===== src/rtl/pe_dispatcher.sv =====
// pe_dispatcher: job-level initiator for one PE.
// Accepts a job descriptor and derives the PE iteration counts. It then pulses
// start, waits for the PE finish level under a watchdog, captures the 3*CH
// feature vector and drains it as an indexed valid/ready stream.
//
// state   | meaning
// --------+-----------------------------------------------------------
// S_IDLE  | ready for a job descriptor
// S_START | one-cycle start pulse to the PE, wait counter cleared
// S_WAIT  | waiting for PE finish (first cycle ignores a stale level)
// S_DRAIN | streaming captured features, one element per accepted beat
module pe_dispatcher #(
  parameter int CH      = 32,
  parameter int WC      = 64,
  parameter int DW      = 16,
  parameter int TIMEOUT = 4096
) (
  input  logic                        i_clk,
  input  logic                        i_rst,
  input  logic                        i_job_valid,
  output logic                        o_job_ready,
  input  logic [$clog2(CH):0]         i_job_ia_len,
  input  logic [$clog2(WC):0]         i_job_w_len,
  output logic                        o_pe_start,
  output logic [$clog2(CH):0]         o_pe_ia_len,
  output logic [$clog2(CH):0]         o_pe_ia_iters,
  output logic [$clog2(WC):0]         o_pe_w_len,
  output logic [$clog2(WC):0]         o_pe_w_iters,
  input  logic                        i_pe_finish,
  input  logic [3*CH*DW-1:0]          i_pe_feature,
  output logic                        o_out_valid,
  input  logic                        i_out_ready,
  output logic [DW-1:0]               o_out_data,
  output logic [$clog2(3*CH)-1:0]     o_out_idx,
  output logic                        o_out_last,
  output logic                        o_busy,
  output logic                        o_error,
  output logic [15:0]                 o_jobs_done
);

  localparam int NE     = 3 * CH;
  localparam int IAW    = $clog2(CH) + 1;
  localparam int WW     = $clog2(WC) + 1;
  localparam int IXW    = $clog2(NE);
  localparam int CW     = $clog2(TIMEOUT);
  // PE iterations are counted in blocks of 32 entries
  localparam int DIV    = 32;
  localparam int DIV_SH = 5;

  typedef enum logic [1:0] {
    S_IDLE,
    S_START,
    S_WAIT,
    S_DRAIN
  } state_e;

  state_e               state_q;
  logic                 job_ready_q;
  logic                 pe_start_q;
  logic [IAW-1:0]       ia_len_q;
  logic [IAW-1:0]       ia_iters_q;
  logic [WW-1:0]        w_len_q;
  logic [WW-1:0]        w_iters_q;
  logic [CW-1:0]        wait_cnt_q;
  logic                 first_wait_q;
  logic [NE*DW-1:0]     feat_q;
  logic                 out_valid_q;
  logic [DW-1:0]        out_data_q;
  logic [IXW-1:0]       out_idx_q;
  logic                 out_last_q;
  logic                 busy_q;
  logic                 error_q;
  logic [15:0]          jobs_done_q;

  logic [IAW:0]         ia_ceil;
  logic [WW:0]          w_ceil;
  logic [IAW-1:0]       ia_iters_d;
  logic [WW-1:0]        w_iters_d;
  logic [IXW-1:0]       idx_nxt;

  // iteration counts: ia is ceil(len/32)-1 floored at 0, w is ceil(len/32)
  always_comb begin
    ia_ceil    = ({1'b0, i_job_ia_len} + (IAW+1)'(DIV - 1)) >> DIV_SH;
    w_ceil     = ({1'b0, i_job_w_len} + (WW+1)'(DIV - 1)) >> DIV_SH;
    ia_iters_d = (ia_ceil == '0) ? '0 : IAW'(ia_ceil - 1'b1);
    w_iters_d  = WW'(w_ceil);
    idx_nxt    = out_idx_q + 1'b1;
  end

  // job FSM with all outputs registered
  always_ff @(posedge i_clk) begin
    if (i_rst) begin
      state_q      <= S_IDLE;
      job_ready_q  <= 1'b0;
      pe_start_q   <= 1'b0;
      ia_len_q     <= '0;
      ia_iters_q   <= '0;
      w_len_q      <= '0;
      w_iters_q    <= '0;
      wait_cnt_q   <= '0;
      first_wait_q <= 1'b0;
      feat_q       <= '0;
      out_valid_q  <= 1'b0;
      out_data_q   <= '0;
      out_idx_q    <= '0;
      out_last_q   <= 1'b0;
      busy_q       <= 1'b0;
      error_q      <= 1'b0;
      jobs_done_q  <= '0;
    end else begin
      pe_start_q <= 1'b0;
      case (state_q)
        S_IDLE: begin
          // ready is registered, so a job is only taken once ready is visible
          if (i_job_valid && job_ready_q) begin
            ia_len_q    <= i_job_ia_len;
            ia_iters_q  <= ia_iters_d;
            w_len_q     <= i_job_w_len;
            w_iters_q   <= w_iters_d;
            error_q     <= 1'b0;
            pe_start_q  <= 1'b1;
            job_ready_q <= 1'b0;
            busy_q      <= 1'b1;
            state_q     <= S_START;
          end else begin
            job_ready_q <= 1'b1;
          end
        end
        S_START: begin
          wait_cnt_q   <= '0;
          first_wait_q <= 1'b1;
          state_q      <= S_WAIT;
        end
        S_WAIT: begin
          first_wait_q <= 1'b0;
          // finish beats a same-cycle timeout
          if (i_pe_finish && !first_wait_q) begin
            feat_q      <= i_pe_feature;
            out_idx_q   <= '0;
            out_data_q  <= i_pe_feature[DW-1:0];
            out_valid_q <= 1'b1;
            out_last_q  <= (NE == 1);
            state_q     <= S_DRAIN;
          end else if (wait_cnt_q == CW'(TIMEOUT - 1)) begin
            error_q     <= 1'b1;
            busy_q      <= 1'b0;
            job_ready_q <= 1'b1;
            state_q     <= S_IDLE;
          end else begin
            wait_cnt_q <= wait_cnt_q + 1'b1;
          end
        end
        S_DRAIN: begin
          if (i_out_ready) begin
            if (out_last_q) begin
              out_valid_q <= 1'b0;
              out_last_q  <= 1'b0;
              jobs_done_q <= jobs_done_q + 1'b1;
              busy_q      <= 1'b0;
              job_ready_q <= 1'b1;
              state_q     <= S_IDLE;
            end else begin
              out_idx_q  <= idx_nxt;
              out_data_q <= feat_q[int'(idx_nxt)*DW +: DW];
              out_last_q <= (idx_nxt == IXW'(NE - 1));
            end
          end
        end
        default: state_q <= S_IDLE;
      endcase
    end
  end

  assign o_job_ready   = job_ready_q;
  assign o_pe_start    = pe_start_q;
  assign o_pe_ia_len   = ia_len_q;
  assign o_pe_ia_iters = ia_iters_q;
  assign o_pe_w_len    = w_len_q;
  assign o_pe_w_iters  = w_iters_q;
  assign o_out_valid   = out_valid_q;
  assign o_out_data    = out_data_q;
  assign o_out_idx     = out_idx_q;
  assign o_out_last    = out_last_q;
  assign o_busy        = busy_q;
  assign o_error       = error_q;
  assign o_jobs_done   = jobs_done_q;

endmodule


===== config.mk =====
export PLATFORM = sky130hd
export DESIGN_NAME = pe_dispatcher
export DESIGN_NICKNAME = d
export VERILOG_FILES = /design/src/rtl/pe_dispatcher.sv
export SDC_FILE = /design/constraint.sdc
export NUM_CORES = 2
export LEC_CHECK = 0
export ABC_AREA = 1
export BUFFER_PORTS_ARGS = -buffer_cell sky130_fd_sc_hd__buf_2
export CORE_AREA = 2 2 642 644
export CTS_BUF_LIST = sky130_fd_sc_hd__clkbuf_4 sky130_fd_sc_hd__clkbuf_8
export CTS_CLUSTER_DIAMETER = 30
export DETAILED_ROUTE_END_ITERATION = 8
export DIE_AREA = 0 0 644 646
export GPL_TIMING_DRIVEN = 0
export PLACE_DENSITY = 0.36
export SLEW_MARGIN = 20
export SYNTH_ARGS = -nofsm -noshare
export SYNTH_HDL_FRONTEND = slang
export SYNTH_SLANG_ARGS = --single-unit

===== constraint.sdc =====
create_clock -name i_clk -period 2.79 [get_ports i_clk]
set_clock_uncertainty 0.2 [all_clocks]
set_input_delay 0.1395 -clock i_clk [delete_from_list [all_inputs] [get_ports i_clk]]
set_output_delay 0.1395 -clock i_clk [all_outputs]
set_load 0.005 [all_outputs]

==> results by group <==
Synthesis
  • Synth Area per Inst: between 6 and 7 µm²
  • YS warnings: 0
  • Cell variety after synth: 39
  • Yosys reg bits: 1615
  • Top_reg_cell synth: dfxtp_1
  • Post-Syn Instances: 10300
  • Asr flop ratio synth: 0%
  • Post-synth EDFFs: 0
  • Syn Std Cell Area: around 0.072 mm²
  • Sequential element share of the synthesized area: 45.1%

Placed design
  • Port Buf Inserts: 1619
  • HPWL after DPL: 490000 µm
  • Place WS: -4.04 ns
  • GPL Wtd Cong: 0.958
  • Post-placement cell count: 17400

Finish
  • Final #Nets: between 15000 and 20000
  • Most frequent cells in the layout: dlygate4sd3_1 (3155), buf_2 (1717), dfxtp_1 (1613)
  • Storage element area: 0.0323 mm²
  • Area occupied by multi-input gates: 0.0344 mm²
  • Layout area overhead: 91.9%
  • Share of cells above drive strength 1: between 20 and 25%
  • Final std cells w/o fill: 21700
  • Commonest non-fill, non-tap cell in the layout: dlygate4sd3_1
  • Fill count: 43400

Clock tree
  • CTS root buf: clkbuf_8
  • Clock buffer count from CTS: just under 500
  • Clock Pin Slew Worst Setup and Hold Paths: 0.05 ns
  • CTS tree: done
  • Clock sinks: about 1600
  • Clock Path Buffers: 4
  • Skew-Pair Late Insertion Delay: 1.21 ns
  • CTS H-tree lvls: 5

Timing
  • Period utilization: 130%
  • Fmax: 0.275 GHz
  • Worst Hold Margin: between 0.1 and 0.15 ns
  • Minimum clock period: 3.64 ns
  • Setup ws final: -0.850 ns
  • Worst-Margin Slew: 1.15 ns
  • Hold Vio Cnt, Final: 0
  • Endpoints failing setup: 21
  • RSZ-0062 raised after global routing: true
  • Final max-slew violation count: 0
  • Relative slew margins: 23.1%

Detailed routing
  • Vias/cell: roughly 4.5
  • Initial DRT Pass Iterations: 9
  • Via count: 97700
  • DRT Wirelength: 624000 µm
  • Routed wire per std cell: 28.8 µm
  • Final ANT Viol Nets: 0
  • DR DRC count: 6
  • DRT iter0 DRCs: approximately 8100

Flow run
  • Max-Cap Viols: 0

Floorplanning
  • Die X: 644 µm
  • Die height: 646 µm
  • Die footprint: 0.416 mm²
  • Core ar.: around 0.41 mm²
  • Io pins: 1625
  • Effective utilization at floorplan: 17.5%
  • Rows: 235

Critical path
  • Cells along the critical path: buf_12, clkinv_8, buf_12, buf_4, clkdlybuf4s15_1, nand2_1, nand3_2, nand3_1, nand3_2, nand3_2, nand3_2, nand2_2, clkinvlp_4, nand2_2, nand2_1, a21oi_1
  • FF-to-FF path depth: 16
  • CP required: between 3 and 4 ns
  • CP Class: reg2reg
  • Crit path largest cell delay: 0.65 ns
  • Critical path's slowest cell: clkdlybuf4s15_1
  • Reg2reg start: o_out_idx[0]
  • CP arrival: 4.53 ns
  • R2R setup slack: -0.85 ns
  • Crit path launch type: flop
  • Most used cell, CP: nand3_2
  • Worst setup endpoint: o_out_data[11]
  • Reg-to-Reg End: o_out_data[11]
  • Critical path startpoint: o_out_idx[0]
  • CP Capture Type: flop
  • Largest fanout on the critical path: 11

Pwr
  • Comb power frac: approximately 22%
  • Switching Fraction: 31.2%
  • P_leak: roughly 0.057 µW
  • Sequential Power Share: 31.1%
  • Pwr dens: 633 mW/mm²
  • NetSw: 27200 µW
  • Cell Int Power: 59900 µW
  • Max VDD drop: 0.000404 V
  • Clk pwr share: 47.1%

Run status
  • Failing checks: DRC, setup timing
  • Status: complete, but fails checks

Hold path
  • HP Class: in2reg
  • WHS Path Cells: 5

GRT
  • Grt ovf: 0
  • GRT Total Usage: 28.6%
  • Initial antenna violation count: approximately 180
  • First-pass GRT wire length: 817000 µm
  • Largest net degree at the start of global routing: 24
  • Vias in the first global route: between 90000 and 100k
-- metrics by stage --
stage | TNS, ns | power (µW) | utilization [%] | instance area [µm²]
2_1_floorplan | 0 | 34000 | - | 71800
3_3_place_gp | -5635.22 | 41300 | 21.2 | 86700
3_5_place_dp | -2847.14 | 41500 | 21.3 | 87100
4_1_cts | -225.26 | 86800 | 33.1 | 135000
5_1_grt | -13.80 | 90300 | 33.6 | 137000
6_report | -12.06 | 87000 | 33.7 | 138000
-- area by class of cell --
type                    instances  share of cell area, %
repair buffers               4869                   29.9
multi-input cells            6508                   25.0
flip-flops and latches       1615                   23.5
clock buffers                 695                   6.58
well taps                    5451                   4.96
plain buffers                 863                   4.09
inverters                    1333                   3.72
clock inverters               205                   2.04
diodes                        138                  0.251
-- worst min-delay path by stage --
stage	start	endpoint	slack, ns
after floorplan	i_job_ia_len[0]	o_pe_ia_len[0]	0.07
after global placement	i_pe_feature[26]	feat_q[26]	0.17
after detailed placement	i_pe_feature[978]	feat_q[978]	0.17
after CTS	i_pe_feature[661]	feat_q[661]	0.0007
after global routing	i_pe_feature[658]	feat_q[658]	0.09
final	i_pe_feature[661]	feat_q[661]	0.11
-- kinds of logic (layout without fill, tap and decap cells) --
family,Yosys count,in the layout,synth area share [%]
AOI/OAI and AO/OA,3213,3213,23.3
xor gates and xnor gates,8,8,0.145
adders and majority gates,9,9,0.157
buffers and inverters,2201,7965,11.9
DFF,1615,1615,45.1
other,1,142,0.00523
and+or+nand+nor,3274,3274,19.5
-- timing repair --
action	in CTS	in global routing
gates cloned	14	3
endpoints found under the setup margin	1574	1572
hold endpoints to repair	1612	0
hold buffers	3155	0
resized for setup	1047	756
setup buffers	33	36
pin swaps	89	72
-- synth_stat cells (2+ instances only) --
library cell	instances	area (µm²)
a211oi_1	4	30.0
a21oi_1	1361	6810
a31oi_1	2	12.5
and3_1	2	12.5
buf_1	49	184
buf_2	140	701
buf_4	13	97.6
clkbuf_1	665	2500
dfxtp_1	1615	32300
ha_1	9	113
inv_1	1325	4970
inv_2	7	26.3
nand2_1	1370	5140
nand3_1	1233	6170
nand4_1	9	56.3
nor2_1	631	2370
nor2_4	2	22.5
nor3_1	15	75.1
nor4_1	5	31.3
o211ai_1	227	1700
o21a_1	5	37.5
o21ai_0	1611	8060
xor2_1	4	35.0
xor2_2	2	32.5
-- registers in the layout, indices dropped and copies added (netlist names), 2 cells and up --
register	flops
feat_q	1536
o_jobs_done	16
o_out_data	16
wait_cnt_q	12
o_out_idx	7
o_pe_w_len	7
o_pe_ia_len	6
o_pe_ia_iters	3
o_pe_w_iters	3
state_q	2
-- layer usage --
layer / vias to the layer above / wire, µm / global-route usage [%]
li1: 45100 / - / -
met1: 46600 / 246000 / 33.2
met2: 4494 / 302000 / 50.2
met3: 1479 / 35400 / 4.30
met4: 48 / 39400 / 15.5
met5: - / 329 / 0
-- worst max-delay path: cells and delay by family, from the launching register on --
kind	cells	cell delay, ns
AO/OA/AOI/OAI	1	0.11
flip-flops	1	0.36
buffers and inverters	6	1.44
AND/OR/NAND/NOR	9	1.42
-- power by group through the flow --
stage	clock network [µW]	registers, µW	logic (µW)
6_report	41000	27100	19000
5_1_grt	42800	27300	20200
3_3_place_gp	0	27500	13900
4_1_cts	41500	27000	18300
2_1_floorplan	0	27300	6750
3_5_place_dp	0	27500	14000
Note: power is estimated with default switching activity, not from simulation.
